## config.mk

```make
export PLATFORM = sky130hd
export DESIGN_NAME = regfile_mp_flat
export DESIGN_NICKNAME = d
export VERILOG_FILES = /design/src/rtl/cpu_pkg.sv /design/src/rtl/regfile_mp_if.sv /design/src/rtl/regfile_mp_scoreboard.sv /design/src/rtl/regfile_mp.sv /design/src/flat_wrapper.sv
export SDC_FILE = /design/constraint.sdc
export NUM_CORES = 2
export LEC_CHECK = 0
export CAP_MARGIN = 10
export CORE_ASPECT_RATIO = 2
export CORE_MARGIN = 8
export CORE_UTILIZATION = 45
export DETAILED_ROUTE_END_ITERATION = 12
export DONT_BUFFER_PORTS = 1
export HOLD_SLACK_MARGIN = 0.02
export PLACE_DENSITY = 0.59
export SLEW_MARGIN = 25
export SYNTH_ARGS = -nofsm -noshare
export SYNTH_HDL_FRONTEND = slang
export SYNTH_SLANG_ARGS = --single-unit
```

## constraint.sdc

```tcl
create_clock -name clk -period 3.5 [get_ports clk]
set_clock_uncertainty 0.15 [all_clocks]
set_input_delay 0.525 -clock clk [delete_from_list [all_inputs] [get_ports clk]]
set_output_delay 0.525 -clock clk [all_outputs]
set_load 0.01 [all_outputs]
```

## src/rtl/cpu_pkg.sv

```systemverilog
// Shared CPU constants used by the register file and its scoreboard.
//   REG_ADDR_W    default register index width
//   REG_DATA_W    default register width
//   NUM_ARCH_REGS default architectural register count
//   ZERO_REG_IDX  index of the hardwired-zero register
package cpu_pkg;
    localparam int REG_ADDR_W    = 5;
    localparam int REG_DATA_W    = 32;
    localparam int NUM_ARCH_REGS = 32;
    localparam int ZERO_REG_IDX  = 0;
endpackage

```

## src/rtl/regfile_mp_if.sv

```systemverilog
// Register-file bus: write ports, read ports, issue and flush.
//   master: drives wr_*, rd_addr, iss_*, flush; samples rd_data/rd_busy
//   slave : the register file
// Port p of a packed field sits at [p][...], i.e. flat bits [p*W +: W].
interface regfile_mp_if
    import cpu_pkg::*;
#(
    parameter int DATA_W = REG_DATA_W,
    parameter int ADDR_W = REG_ADDR_W,
    parameter int NUM_RD = 2,
    parameter int NUM_WR = 2
);
    logic [NUM_WR-1:0]             wr_en;
    logic [NUM_WR-1:0][ADDR_W-1:0] wr_addr;
    logic [NUM_WR-1:0][DATA_W-1:0] wr_data;
    logic [NUM_RD-1:0][ADDR_W-1:0] rd_addr;
    logic [NUM_RD-1:0][DATA_W-1:0] rd_data;
    logic [NUM_RD-1:0]             rd_busy;
    logic                          iss_en;
    logic [ADDR_W-1:0]             iss_addr;
    logic                          flush;

    modport master (
        output wr_en, wr_addr, wr_data, rd_addr, iss_en, iss_addr, flush,
        input  rd_data, rd_busy
    );

    modport slave (
        input  wr_en, wr_addr, wr_data, rd_addr, iss_en, iss_addr, flush,
        output rd_data, rd_busy
    );
endinterface

```

## src/rtl/regfile_mp_scoreboard.sv

```systemverilog
// Busy scoreboard: one bit per register, set on issue, cleared on
// writeback, all cleared by flush. Per-entry priority at posedge:
// flush > issue > writeback > hold.
//   clk, rst_n          clock, async active-low reset
//   iss_en, iss_addr    mark destination busy
//   flush               clear every busy bit
//   wr_en, wr_addr      writeback ports (clear)
//   rd_addr -> rd_busy  combinational lookup of pre-edge state
module regfile_scoreboard
    import cpu_pkg::*;
#(
    parameter int NUM_REGS = NUM_ARCH_REGS,
    parameter int ADDR_W   = REG_ADDR_W,
    parameter int NUM_RD   = 2,
    parameter int NUM_WR   = 2,
    parameter int ZERO_REG = 1
) (
    input  logic                          clk,
    input  logic                          rst_n,
    input  logic                          iss_en,
    input  logic [ADDR_W-1:0]             iss_addr,
    input  logic                          flush,
    input  logic [NUM_WR-1:0]             wr_en,
    input  logic [NUM_WR-1:0][ADDR_W-1:0] wr_addr,
    input  logic [NUM_RD-1:0][ADDR_W-1:0] rd_addr,
    output logic [NUM_RD-1:0]             rd_busy
);
    logic [NUM_REGS-1:0] busy, set, clr, busy_nxt;

    always_comb begin
        set = '0;
        clr = '0;
        for (int i = 0; i < NUM_REGS; i++) begin
            set[i] = iss_en && (iss_addr == ADDR_W'(i));
            for (int p = 0; p < NUM_WR; p++)
                if (wr_en[p] && (wr_addr[p] == ADDR_W'(i))) clr[i] = 1'b1;
        end
        // Issue beats same-cycle writeback: the new producer owns the reg.
        busy_nxt = flush ? '0 : (set | (busy & ~clr));
        if (ZERO_REG != 0) busy_nxt[ZERO_REG_IDX] = 1'b0;
    end

    always_ff @(posedge clk or negedge rst_n) begin
        if (!rst_n) busy <= '0;
        else        busy <= busy_nxt;
    end

    // Out-of-range indices match no entry and so read as not busy.
    always_comb begin
        rd_busy = '0;
        for (int r = 0; r < NUM_RD; r++)
            for (int i = 0; i < NUM_REGS; i++)
                if (rd_addr[r] == ADDR_W'(i)) rd_busy[r] = busy[i];
    end
endmodule

```

## src/rtl/regfile_mp.sv

```systemverilog
// Multi-port register file with busy scoreboard.
//   clk, rst_n  clock, async active-low reset (clears data and busy)
//   bus         regfile_mp_if.slave: NUM_WR write ports (highest port wins
//               on a shared index), NUM_RD combinational read ports with
//               busy lookup, issue and flush for the scoreboard.
// Out-of-range indices: writes dropped, reads return 0 / not busy.
// ZERO_REG=1 hardwires index 0 to zero and never busy.
// Build option REGFILE_BYPASS_EN: reads forward same-cycle write data and
// report not-busy (unless the same register is issued this cycle).
// Without it reads see pre-edge contents and busy.
module regfile_mp
    import cpu_pkg::*;
#(
    parameter int DATA_W   = REG_DATA_W,
    parameter int NUM_REGS = NUM_ARCH_REGS,
    parameter int ADDR_W   = REG_ADDR_W,
    parameter int NUM_RD   = 2,
    parameter int NUM_WR   = 2,
    parameter int ZERO_REG = 1
) (
    input  logic         clk,
    input  logic         rst_n,
    regfile_mp_if.slave  bus
);
    localparam logic [ADDR_W:0] NREGS = (ADDR_W+1)'(NUM_REGS);

    logic [DATA_W-1:0] mem [NUM_REGS];
    logic [NUM_RD-1:0] sb_busy;

    function automatic logic in_range(input logic [ADDR_W-1:0] a);
        return {1'b0, a} < NREGS;
    endfunction

    function automatic logic is_zero(input logic [ADDR_W-1:0] a);
        return (ZERO_REG != 0) && (a == ADDR_W'(ZERO_REG_IDX));
    endfunction

    regfile_scoreboard #(
        .NUM_REGS (NUM_REGS),
        .ADDR_W   (ADDR_W),
        .NUM_RD   (NUM_RD),
        .NUM_WR   (NUM_WR),
        .ZERO_REG (ZERO_REG)
    ) u_sb (
        .clk      (clk),
        .rst_n    (rst_n),
        .iss_en   (bus.iss_en),
        .iss_addr (bus.iss_addr),
        .flush    (bus.flush),
        .wr_en    (bus.wr_en),
        .wr_addr  (bus.wr_addr),
        .rd_addr  (bus.rd_addr),
        .rd_busy  (sb_busy)
    );

    // Ports scanned in ascending order so the last NBA (highest port) wins.
    always_ff @(posedge clk or negedge rst_n) begin
        if (!rst_n) begin
            for (int i = 0; i < NUM_REGS; i++) mem[i] <= '0;
        end else begin
            for (int i = 0; i < NUM_REGS; i++)
                for (int p = 0; p < NUM_WR; p++)
                    if (bus.wr_en[p] && (bus.wr_addr[p] == ADDR_W'(i)) &&
                        !((ZERO_REG != 0) && (i == ZERO_REG_IDX)))
                        mem[i] <= bus.wr_data[p];
        end
    end

    // mem[0] is never written when hardwired, so it reads 0 without a mask.
    always_comb begin
        bus.rd_data = '0;
        bus.rd_busy = '0;
        for (int r = 0; r < NUM_RD; r++) begin
            for (int i = 0; i < NUM_REGS; i++)
                if (bus.rd_addr[r] == ADDR_W'(i)) bus.rd_data[r] = mem[i];
            bus.rd_busy[r] = sb_busy[r];
`ifdef REGFILE_BYPASS_EN
            for (int p = 0; p < NUM_WR; p++)
                if (bus.wr_en[p] && (bus.wr_addr[p] == bus.rd_addr[r]) &&
                    in_range(bus.wr_addr[p]) && !is_zero(bus.wr_addr[p])) begin
                    bus.rd_data[r] = bus.wr_data[p];
                    bus.rd_busy[r] = bus.iss_en && (bus.iss_addr == bus.rd_addr[r]);
                end
`endif
        end
    end

`ifndef REGFILE_BYPASS_EN
    // Range/zero helpers only feed the forwarding path.
    logic unused_helpers;
    assign unused_helpers = in_range('0) ^ is_zero('0);
`endif
endmodule
```

## src/flat_wrapper.sv

```systemverilog
// flat-port wrapper written by rule: the top's interface ports become plain ports
module regfile_mp_flat import cpu_pkg::*;
#(
    parameter int DATA_W   = REG_DATA_W,
    parameter int NUM_REGS = NUM_ARCH_REGS,
    parameter int ADDR_W   = REG_ADDR_W,
    parameter int NUM_RD   = 2,
    parameter int NUM_WR   = 2,
    parameter int ZERO_REG = 1
)
  (clk, rst_n, bus_wr_en, bus_wr_addr, bus_wr_data, bus_rd_addr, bus_iss_en, bus_iss_addr, bus_flush, bus_rd_data, bus_rd_busy);
  regfile_mp_if #(.DATA_W(DATA_W), .ADDR_W(ADDR_W), .NUM_RD(NUM_RD), .NUM_WR(NUM_WR)) bus_i ();
  input  logic clk;
  input  logic rst_n;
  input wire logic [$bits(bus_i.wr_en)-1:0] bus_wr_en;
  input wire logic [$bits(bus_i.wr_addr)-1:0] bus_wr_addr;
  input wire logic [$bits(bus_i.wr_data)-1:0] bus_wr_data;
  input wire logic [$bits(bus_i.rd_addr)-1:0] bus_rd_addr;
  input wire logic [$bits(bus_i.iss_en)-1:0] bus_iss_en;
  input wire logic [$bits(bus_i.iss_addr)-1:0] bus_iss_addr;
  input wire logic [$bits(bus_i.flush)-1:0] bus_flush;
  output wire logic [$bits(bus_i.rd_data)-1:0] bus_rd_data;
  output wire logic [$bits(bus_i.rd_busy)-1:0] bus_rd_busy;
  assign bus_i.wr_en = bus_wr_en;
  assign bus_i.wr_addr = bus_wr_addr;
  assign bus_i.wr_data = bus_wr_data;
  assign bus_i.rd_addr = bus_rd_addr;
  assign bus_i.iss_en = bus_iss_en;
  assign bus_i.iss_addr = bus_iss_addr;
  assign bus_i.flush = bus_flush;
  assign bus_rd_data = bus_i.rd_data;
  assign bus_rd_busy = bus_i.rd_busy;
  regfile_mp #(.DATA_W(DATA_W), .NUM_REGS(NUM_REGS), .ADDR_W(ADDR_W), .NUM_RD(NUM_RD), .NUM_WR(NUM_WR), .ZERO_REG(ZERO_REG)) u_core (.clk(clk), .rst_n(rst_n), .bus(bus_i));
endmodule
```

==> summary.txt <==
Synth
  – Seq cells post-synth: 1023
  – Cell count after synthesis: 7905
  – Top cell type's share of synthesized area: 0.383
  – Synth Flop Type: dfrtp_1
  – Mapped cell area: 66900 sq um
  – Leading area contributor after synthesis: dfrtp_1
  – Most frequent cells after synthesis: 1188 x mux2i_1, 1023 x dfrtp_1, 996 x a21oi_1
  – Synth top area cells: dfrtp_1 38%, mux2i_1 18%, a21oi_1 7.5%
  – Post-synth ARST share: 1.00
  – Post-Syn Nets: 8000
  – Count leader, synth: mux2i_1
  – Syn_area_per_cell: 8.46 sq um
  – Post-synth EDFFs: 0
  – Number of library cell types mapped by synthesis: 91
  – Synth warnings: 32
  – Seq/Total Area, Yosys: 0.383

GRT
  – Largest net degree at the start of global routing: 251
  – Initial antenna violation count: 39
  – Vias in the first global route: 68900
  – Remaining global-route overflow: 0
  – GR Util met1: 0.544
  – Met3 usage: 0.165
  – Met2 Track Usage GR: 0.694
  – First-pass GRT wire length: 554000 microns
  – Busiest grt layer: met2
  – GRT Resource Usage Total: 0.481

Timing
  – Post-layout min period: 4.28 ns
  – Max-slew violation count: 48
  – Worst Setup Slack, final: -0.783 ns
  – Final Cycle Share: 1.22
  – Maximum clock frequency: 233 MHz
  – Setup TNS: -24.19 ns
  – Worst Tran Pin Value: 1.60 ns
  – # setup viols final: 66
  – Slew headroom: -0.0644
  – Fin Hold WS: -0.00831 ns
  – RSZ-0062 raised after global routing: yes
  – Final Hold Viols: 2

CTS
  – CTS tree: yes
  – H-Tree Depth: 3
  – Clk sinks: 1023
  – Clock Latency Late Sink: 0.81 ns
  – CTS buffer count: 103
  – Worst-case clock buffer depth: 3
  – Clk pin slew, worst setup/hold paths: 0.07 ns
  – Clock Tree Root: clkbuf_16

Floorplanning
  – Starting density of the core: 0.452
  – IO Pins: 161
  – Row cnt: 200
  – Core ar.: 148000 sq um
  – Die width: 289 microns
  – Die ar.: 162000 sq um
  – Die Height: 561 microns

Setup path
  – Data required, critical path: 2.82 ns
  – Critical Path Stages: 7
  – CP Class: in -> out
  – Arrival @ worst endpoint: 3.61 ns
  – Worst setup SP type: input port
  – Worst path buffer plus inverter count: 1
  – Worst path cell trace: nand2b_2 -> nor3_1 -> a21oi_1 -> o211ai_1 -> o221ai_4 -> a21oi_2 -> buf_4
  – R2R cell count: 4
  – Slowest-stage cell, CP: nand2b_2
  – CP Capture Type: primary output
  – CP top delay family: simple AND/OR/NAND/NOR gates
  – Worst-path fanout max: 226
  – Crit-path max cell delay: 0.86 ns

Drt
  – Via Count: 73600
  – Avg WL per Cell: 39.2 microns
  – Final ANT Viol Nets: 0
  – DRC viols: 0
  – Drt first-iter violations: 12500
  – DR vias/cell: 7.15
  – DRT Pass-1 Iters: 8
  – Routed WL: 404000 microns

Min path
  – Min-Delay Path Depth: 4
  – Hold Crit Class: in -> reg

Final layout
  – Final nets: 8338
  – Area delta synth->final: 24.0%
  – Share of post-route cells with drive strength above 1: 0.192
  – Design area: 82900 sq um

Power and ir drop
  – Psw: 15300 uW
  – Leak Pwr: 0.0365 uW
  – Flop pwr share: 0.440
  – Internal power: 26900 uW
  – Clock power share: 0.300
  – Switching Share: 0.363
  – Max VDD drop: 562 uV
  – Final total power: 42300 uW
  – Combinational Power Share: 0.261
  – PD cells: 510 nW/um^2

Place
  – Placed inst area: 73500 sq um
  – Worst slack, placed: -0.550 ns
  – Final GP Congestion: 1.06
  – PortBufs: 0
  – Dpl hpwl: 264000 microns

Run status
  – Failing checks: hold timing, slew limit, setup timing
  – Outcome: finished with violations

Job
  – Max Cap Viol: 0
## logic make-up after synthesis
kind of cell / share of synthesized area
flip-flops: 0.383
AND/OR/NAND/NOR: 0.124
multiplexers: 0.194
AO/OA/AOI/OAI: 0.243
buffers and inverters: 0.0563
## cell usage in the layout, fill, tap and decap left out, types with 22 or more instances in the layout
| cell | n |
|---|---|
| a32oi_1 | 25 |
| o21ai_0 | 853 |
| a21oi_1 | 963 |
| nor2_1 | 855 |
| buf_6 | 44 |
| a221oi_1 | 57 |
| a221o_1 | 23 |
| nand2_2 | 48 |
| o221ai_2 | 22 |
| diode_2 | 45 |
| nor2_2 | 25 |
| inv_1 | 22 |
| o221ai_1 | 54 |
| nand2_1 | 669 |
| nand2b_1 | 34 |
| clkbuf_16 | 106 |
| nand3_1 | 68 |
| clkbuf_8 | 22 |
| o22ai_1 | 205 |
| nor2_4 | 25 |
| a211o_1 | 32 |
| dlygate4sd3_1 | 175 |
| mux2_2 | 54 |
| buf_12 | 179 |
| dfrtp_1 | 1012 |
| a211oi_1 | 38 |
| a22oi_1 | 72 |
| buf_4 | 696 |
| mux2i_1 | 1182 |
| o21ai_1 | 41 |
| a31oi_1 | 34 |
| nor3_1 | 35 |
| nor2b_1 | 23 |
## cell type report
class | count | area (sq um)
fill | 13600 | 65000
multi-input combinational | 5987 | 39800
sequential | 1023 | 25600
timing repair buffer | 1099 | 11200
clock buffer | 147 | 3010
tap | 1919 | 2400
clock inverter | 43 | 668
inverter | 29 | 123
antenna | 45 | 113
## final timing paths
path | endpoint | start | slack (ns)
worst max-delay path | bus_rd_data[49] | bus_rd_addr[5] | -0.78
worst min-delay path | u_core.u_sb.busy[21] | bus_iss_addr[4] | -0.008
worst max register to register | u_core.mem[810] | u_core.mem[810] | 1.40
worst min register to register | u_core.mem[982] | u_core.mem[982] | 0.42
max in group asynchronous | u_core.mem[238] | rst_n | 1.94
min in group asynchronous | u_core.mem[729] | rst_n | 0.19
## worst register-to-register path, cell delays in order, from the launching register on
cell and delay [ns]:
dfrtp_1 0.43, mux2i_1 0.16, dlygate4sd3_1 0.58, o21ai_0 0.07, dlygate4sd3_1 0.60
## sequential cells by signal (all words and copies together), names as in the netlist
signal	flops
u_core.u_sb.busy	31
u_core.mem	992
## power by group through the flow
stage                     clock network [uW]  logic [uW]  registers (uW)
after floorplan                            0        5930           16900
after global placement                     0        8520           18400
after detailed placement                   0        8720           18400
after CTS                              12600       10200           18200
after global routing                   13000       11600           18700
final                                  12700       11000           18600
## per-stage QoR
step                hold WS [ns]  utilization  cells
finish                  -0.00831        0.561  10300
global route              0.0121        0.560  10300
CTS                       0.0202        0.550  10200
detailed placement         0.360        0.497   9777
global placement           0.350        0.497   9777
floorplan                 0.0794            -   7905
## per-layer routing
metal	up-vias	wire (microns)	part of all wire
met5	-	139	0.00034
met4	16	53100	0.13
met3	2317	52700	0.13
met2	6787	167000	0.41
met1	35000	131000	0.32
li1	29400	-	-
## what timing repair did
| item | 4_1_cts | 5_1_grt |
|---|---|---|
| setup endpoints to repair | 48 | 66 |
| hold buffers | 240 | 0 |
| hold endpoints to repair | 1190 | 0 |
| setup buffers | 30 | 32 |
| cloned | 0 | 1 |
| gates resized for setup | 174 | 319 |
| pin swaps | 60 | 141 |
Note: power is estimated with default switching activity, not from simulation.
